## config.mk

```make
export PLATFORM = sky130hd
export DESIGN_NAME = param_lifo_stack
export DESIGN_NICKNAME = d
export VERILOG_FILES = /design/src/rtl/param_lifo_stack.sv
export SDC_FILE = /design/constraint.sdc
export NUM_CORES = 1
export LEC_CHECK = 0
export BUFFER_PORTS_ARGS = -buffer_cell sky130_fd_sc_hd__buf_2
export CELL_PAD_IN_SITES_DETAIL_PLACEMENT = 1
export CELL_PAD_IN_SITES_GLOBAL_PLACEMENT = 2
export CORE_MARGIN = 4
export CORE_UTILIZATION = 41
export DETAILED_ROUTE_END_ITERATION = 8
export PLACE_DENSITY_LB_ADDON = 0.1
export SLEW_MARGIN = 10
export SYNTH_ARGS = -nofsm -noshare
export SYNTH_HDL_FRONTEND = slang
export SYNTH_SLANG_ARGS = --single-unit
```

## constraint.sdc

```tcl
create_clock -name clk -period 3.6 [get_ports clk]
set_clock_uncertainty 0.15 [all_clocks]
set_input_delay 0.18 -clock clk [delete_from_list [all_inputs] [get_ports clk]]
set_output_delay 0.18 -clock clk [all_outputs]
set_load 0.01 [all_outputs]
```

## src/rtl/param_lifo_stack.sv

```systemverilog
// param_lifo_stack: parametrised LIFO with replace-top, sync clear, occupancy and error pulses
module param_lifo_stack #(
  parameter int DATA_W    = 8,
  parameter int DEPTH     = 8,
  parameter int AFULL_LVL = DEPTH - 1,
  parameter int CNT_W     = $clog2(DEPTH + 1)
) (
  input  logic              clk,
  input  logic              rst,
  input  logic              clr,
  input  logic              push,
  input  logic              pop,
  input  logic [DATA_W-1:0] din,
  output logic [DATA_W-1:0] dout,
  output logic [CNT_W-1:0]  count,
  output logic              empty,
  output logic              full,
  output logic              almost_full,
  output logic              overflow,
  output logic              underflow
);
  localparam int IDX_W = $clog2(DEPTH);
  logic [DATA_W-1:0] mem [DEPTH];
  logic [CNT_W-1:0]  count_q, count_d;
  logic [DATA_W-1:0] dout_q, dout_d;
  logic              ovf_q, ovf_d, unf_q, unf_d, we;
  logic [IDX_W-1:0]  wr_idx, rd_idx;
  always_comb begin
    count_d = count_q;
    dout_d  = dout_q;
    ovf_d   = 1'b0;
    unf_d   = 1'b0;
    we      = 1'b0;
    // replace writes over the current top; a plain push writes one above it
    wr_idx  = (pop && count_q != '0) ? IDX_W'(count_q - CNT_W'(1)) : IDX_W'(count_q);
    rd_idx  = (count_q > CNT_W'(1)) ? IDX_W'(count_q - CNT_W'(2)) : '0;
    if (clr) begin
      count_d = '0;
      dout_d  = '0;
    end else if (push && (pop || count_q != CNT_W'(DEPTH))) begin
      we      = 1'b1;
      dout_d  = din;
      count_d = (pop && count_q != '0) ? count_q : count_q + CNT_W'(1);
    end else if (push) begin
      ovf_d = 1'b1;
    end else if (pop && count_q != '0) begin
      count_d = count_q - CNT_W'(1);
      dout_d  = (count_q > CNT_W'(1)) ? mem[rd_idx] : '0;
    end else if (pop) begin
      unf_d = 1'b1;
    end
  end
  always_ff @(posedge clk or posedge rst) begin
    if (rst) begin
      count_q <= '0;
      dout_q  <= '0;
      ovf_q   <= 1'b0;
      unf_q   <= 1'b0;
    end else begin
      count_q <= count_d;
      dout_q  <= dout_d;
      ovf_q   <= ovf_d;
      unf_q   <= unf_d;
    end
  end
  always_ff @(posedge clk) begin
    if (we) mem[wr_idx] <= din;
  end
  assign dout        = dout_q;
  assign count       = count_q;
  assign overflow    = ovf_q;
  assign underflow   = unf_q;
  assign empty       = count_q == '0;
  assign full        = count_q == CNT_W'(DEPTH);
  assign almost_full = count_q >= CNT_W'(AFULL_LVL);
endmodule

```

# Yosys cells after proc, flatten, opt, wreduce, memory -nomap -nowiden
# Memories as Yosys holds them, arrays and structs flattened.
# Cells that the tools add are included.
[classes]
n_bitwise = 0
reduce_logical = 8
n_mul = 0
div_mod_pow = 0
mux = 24
n_lt_le_gt_ge = 2
n_shift = 0
n_eq_ne = 4
n_addsub = 3
[ops]
columns = ["op", "n"]
rows = [
  ["8-bit two-way mux", 5],
  ["4-bit two-way mux", 5],
  ["1-bit two-way mux", 12],
  ["3-bit two-way mux", 2],
  ["4-bit by 1-bit adder with 4-bit output (second input constant)", 1],
  ["4-bit equality test (second input constant)", 1],
  ["4-bit by 3-bit greater-or-equal comparator with 1-bit output (second input constant)", 1],
  ["4-bit by 1-bit greater-than comparator with 1-bit output (second input constant)", 1],
  ["4-bit logical NOT", 1],
  ["4-bit != test (second input constant)", 1],
  ["4-bit nonzero test", 1],
  ["4-bit by 1-bit subtractor with 4-bit output (second input constant)", 1],
  ["3-bit by 2-bit != test with 1-bit output (second input constant)", 1],
  ["3-bit != test (second input constant)", 1],
  ["3-bit AND reduction", 1],
  ["3-bit nonzero test", 1],
  ["3-bit by 2-bit subtractor with 3-bit output (second input constant)", 1],
  ["1-bit logical AND", 2],
  ["2-bit AND reduction", 1],
  ["1-bit logical OR", 1],
]
[word_totals]
input_bits = 13
register_bits = 14
romBits = 0
mem_count = 1
mem_bits_rw = 64
latch_bits = 0
output_inout_bits = 17
[memory_table]
columns = ["name", "words", "word_bits", "rd", "rd_ports_with_merged_regs", "wr", "line_no", "text"]
rows = [
  ["mem", 8, 8, 1, 0, 1, "23", "logic [DATA_W-1:0] mem [DEPTH];"],
]

# Logic depth before layout (Yosys ltp)
# An unclocked memory read counts as a cell.
[logic_depth]
ltp_word = 8
mapped_depth = 11

# Worst setup path before layout
# No wires, ideal clock.
[synth_timing]
path_kind = "flip-flop to flip-flop"
from = "register count_q[0], in the netlist count[0]"
to = "memory mem[5][0], enable pin"
path_stages_with_launch = 10
n_path_buf = 2
arrival_time_ns = 2.689
path_slack_ns = 0.377
required_time_ns = 3.067
period_less_slack_ns = 3.223
path_cell_list = "dfrtp_1 buf_2 inv_1 clkbuf_1 ha_1 nand2b_1 o21ai_1 xnor2_1 nand2_1 nor3_1"
[synth_between]
elab_chain_cells = 7
[synth_rtl]
columns = ["item", "line_no", "text"]
rows = [
  ["from (decl)", "24", "logic [CNT_W-1:0] count_q, count_d;"],
  ["from (signal assigned)", "60", "count_q <= count_d;"],
  ["4-bit != test", "40", "end else if (push && (pop || count_q != CNT_W'(DEPTH))) begin"],
  ["1-bit logical OR", "40", ""],
  ["1-bit logical AND", "40", ""],
  ["1-bit two-way mux", "40", ""],
  ["1-bit two-way mux", "37", "if (clr) begin"],
  ["1-bit two-way mux", "67", "if (we) mem[wr_idx] <= din;"],
  ["1-bit two-way mux (not written as such)", "67", ""],
  ["to (decl)", "23", ""],
]
# Parallel ways exist; a longest one is shown, timed or not.

# Final worst setup path
[layout_timing]
from = "register count_q[0], in the netlist count[0]"
to = "memory mem[2][5], enable pin"
# The elaborated chain is that of the path after synthesis.

==> impl_metrics.yaml <==
run_status:
  status: "complete, no violations"
power:
  leakage_uw: 0.00160
  switching_share_pct: 39.9
  pwr-share-comb_pct: 43.2
  power_density_nw_per_um2: 805
  clock_power_share_pct: 21.9
  netSwitchingPower_uw: 1360
  worst_ir_drop_vdd_uv: 309
  power.internal_uw: 2050
  p_seq_share_pct: 34.9
timing:
  hold_ws_ns: 0.0312
  relSlewSlack_pct: 57.7
  fmax_mhz: 353
  worst_pin_slew_ns: 0.634
  post-route-min-period_ns: 2.83
  fin_crit_sh_pct: 78.7
  rsz0062_at_grt: "false"
  setup_viol: 0
  tns_ns: 0
  slew_violations: 0
  finalHoldViolations: 0
drt:
  dr.pass1.iters: 5
  vias: 2495
  drtIter0Drc: 120
  avgRoutedWirePerCell_um: 22.4
  via_per_inst: 5.71
  wirelength_um: 9780
  ant_nets: 0
  drc: 0
yosys:
  async_reset_ff_share_pct: 17.9
  syn_nets: 312
  syn_area_per_cell_um2: 12.8
  netlist_instances: 292
  synth_cell_types: 49
  ys_seq_elements: 78
  yosysTopAreaCell: "edfxtp_1"
  ys_warn_count: 0
  ys.flop_type: "edfxtp_1"
  yosys.area.top_type_share_pct: 51.4
  ys_seq_area_share_pct: 60.7
  synth.area.top_cells: "edfxtp_1, dfrtp_1, mux2i_1, nand2_1, ha_1"
  syn-cell-area_um2: 3740
  synth_edf_count: 64
clock_network:
  cts_resized: 0
  htreeDepth: 3
  clk_latency_ns: 0.35
  clk_pin_slew_worst_paths_ns: 0.09
  cts-buffers-inserted: 9
  cts_tree: "yes"
  cts_max_path_buffers: 2
  clock-sinks: 78
  cts_root_buffer: "clkbuf_8"
global_route:
  grt_pass1_wl_um: 15400
  overflow: 0
  antenna_found_initial: 0
  grt_use_total_pct: 19.0
  grt_pass1_vias: 2554
  grt_max_degree: 31
critical_path:
  cp.arrival_ns: 2.70
  cp.required_ns: 3.46
  endpoint_kind: "register"
  crit_path_start_kind: "register"
  cp_slowest_cell: "and3_1"
  crit_chain: "inv_1 -> buf_4 -> ha_1 -> nand2b_1 -> o21ai_1 -> nand2_1 -> o21ai_0 -> and3_1"
  cp_max_fo: 12
  rr_startpoint: "count[0]$_DFFE_PP0P_"
  rr_endpoint: "mem[2][5]$_DFFE_PP_"
  r2r_slack_ns: 0.77
  ff2ff_path_depth: 8
  slowest_delay_ns: 0.47
  worstSetupPathType: "reg2reg"
placement:
  placed_cell_area_um2: 4000
  port_buffers: 29
  place_hpwl_um: 6790
  gp_congestion: 0.781
die:
  fp-row-count: 34
  dieArea_um2: 10700
  ios: 30
  initial_core_util_pct: 42.5
  core-area_um2: 8810
  die_x_um: 104
  die_h_um: 104
worst_hold_path:
  hold_path_class: "in2reg"
  hold_end: "mem[4][1]$_DFFE_PP_"
  holdPathStages: 1
  min_from: "din[1]"
final_layout:
  n_antenna_cell: 0
  final_cell_mix: "edfxtp_1, nand2_1, buf_2"
  syn2layout_area_growth_pct: 13.4
  final_area_um2: 4240
  final_layout_size_suffix_gt1_share_pct: 19.5
  final_common_cell: "edfxtp_1"
  fillCellCount: 913
  fin_nets: 344
job:
  drv_cap: 0
==> logic make-up after synthesis <==
group                    after synthesis  share of synthesized area (%)
multiplexers                          27                           7.29
XOR/XNOR                               4                          0.936
AO/OA/AOI/OAI                         71                           14.0
AND/OR/NAND/NOR                       80                           11.6
buffers and inverters                 25                           3.11
flip-flops                            78                           60.7
adder cells (fa/ha/maj)                7                           2.34
==> cell usage after synthesis, types with 3 or more instances <==
master / number
a211oi_1: 7
a21oi_1: 16
and2_1: 3
and3_1: 5
buf_2: 6
clkbuf_1: 11
dfrtp_1: 14
edfxtp_1: 64
ha_1: 7
inv_1: 6
mux2i_1: 25
nand2_1: 31
nand4_1: 7
nor2_1: 5
nor2b_1: 9
nor3_1: 6
o2111ai_1: 7
o211a_1: 7
o21a_1: 3
o21ai_0: 15
xnor2_1: 4
==> layer usage <==
metal / wire length, um / GRT usage, % / up-vias
li1: - / - / 1179
met1: 4780 / 27.2 / 1264
met2: 4640 / 30.2 / 40
met3: 244 / 3.36 / 12
met4: 110 / 4.84 / 0
met5: 0 / 0 / -
==> power by group through the flow <==
stage	clock network (uW)	registers, uW	logic, uW
after floorplan	0	1210	1050
after global placement	0	1210	1470
after detailed placement	0	1220	1480
after CTS	772	1200	1490
after global routing	813	1210	1620
final	747	1190	1480
==> worst max path at each step <==
stage / startpoint / end / slack [ns] / cells past startpoint
detailed placement: count[0]$_DFFE_PP0P_ / mem[5][2]$_DFFE_PP_ / 0.75 / 9
global route: count[1]$_DFFE_PP0P_ / dout[4]$_DFFE_PP0P_ / 0.59 / 8
finish: count[0]$_DFFE_PP0P_ / mem[2][5]$_DFFE_PP_ / 0.77 / 8
floorplan: count[0]$_DFFE_PP0P_ / mem[5][0]$_DFFE_PP_ / 0.38 / 9
global placement: count[1]$_DFFE_PP0P_ / dout[6]$_DFFE_PP0P_ / 0.74 / 8
CTS: count[0]$_DFFE_PP0P_ / mem[5][7]$_DFFE_PP_ / 0.74 / 9
==> worst max-delay path, delay by kind of cell, from the launching register on <==
family / cells / cell delay, ns
AOI/OAI and AO/OA: 2 / 0.62
adders and majority gates: 1 / 0.26
buffers and inverters: 2 / 0.28
DFF: 1 / 0.41
and+or+nand+nor: 3 / 0.76
==> registers in the layout, summed over array words and instances, names as in the netlist <==
name	count
count	4
mem	64
overflow	1
dout	8
underflow	1
==> layout make-up <==
class                   instances  area (um^2)  share of cell area [%]
flip-flops and latches         78         2270                    53.6
multi-input cells             189         1350                    31.9
repair buffers                 40          233                    5.49
well taps                     108          135                    3.18
clock buffers                   9          124                    2.92
clock inverters                 7          104                    2.45
inverters                       6         22.5                   0.531
==> per-stage QoR <==
stage | cells | setup WS [ns] | utilization, % | power (uW)
3_3_place_gp | 419 | 0.740 | 45.4 | 2690
6_report | 437 | 0.766 | 48.2 | 3420
4_1_cts | 437 | 0.739 | 48.2 | 3460
3_5_place_dp | 419 | 0.753 | 45.4 | 2700
2_1_floorplan | 292 | 0.377 | - | 2250
5_1_grt | 437 | 0.594 | 48.2 | 3640
==> timing repair <==
item,4_1_cts,5_1_grt
endpoints found under the hold margin,15,0
hold buffers,2,0
buffers inserted,0,0
(Power assumes the default switching activity.)
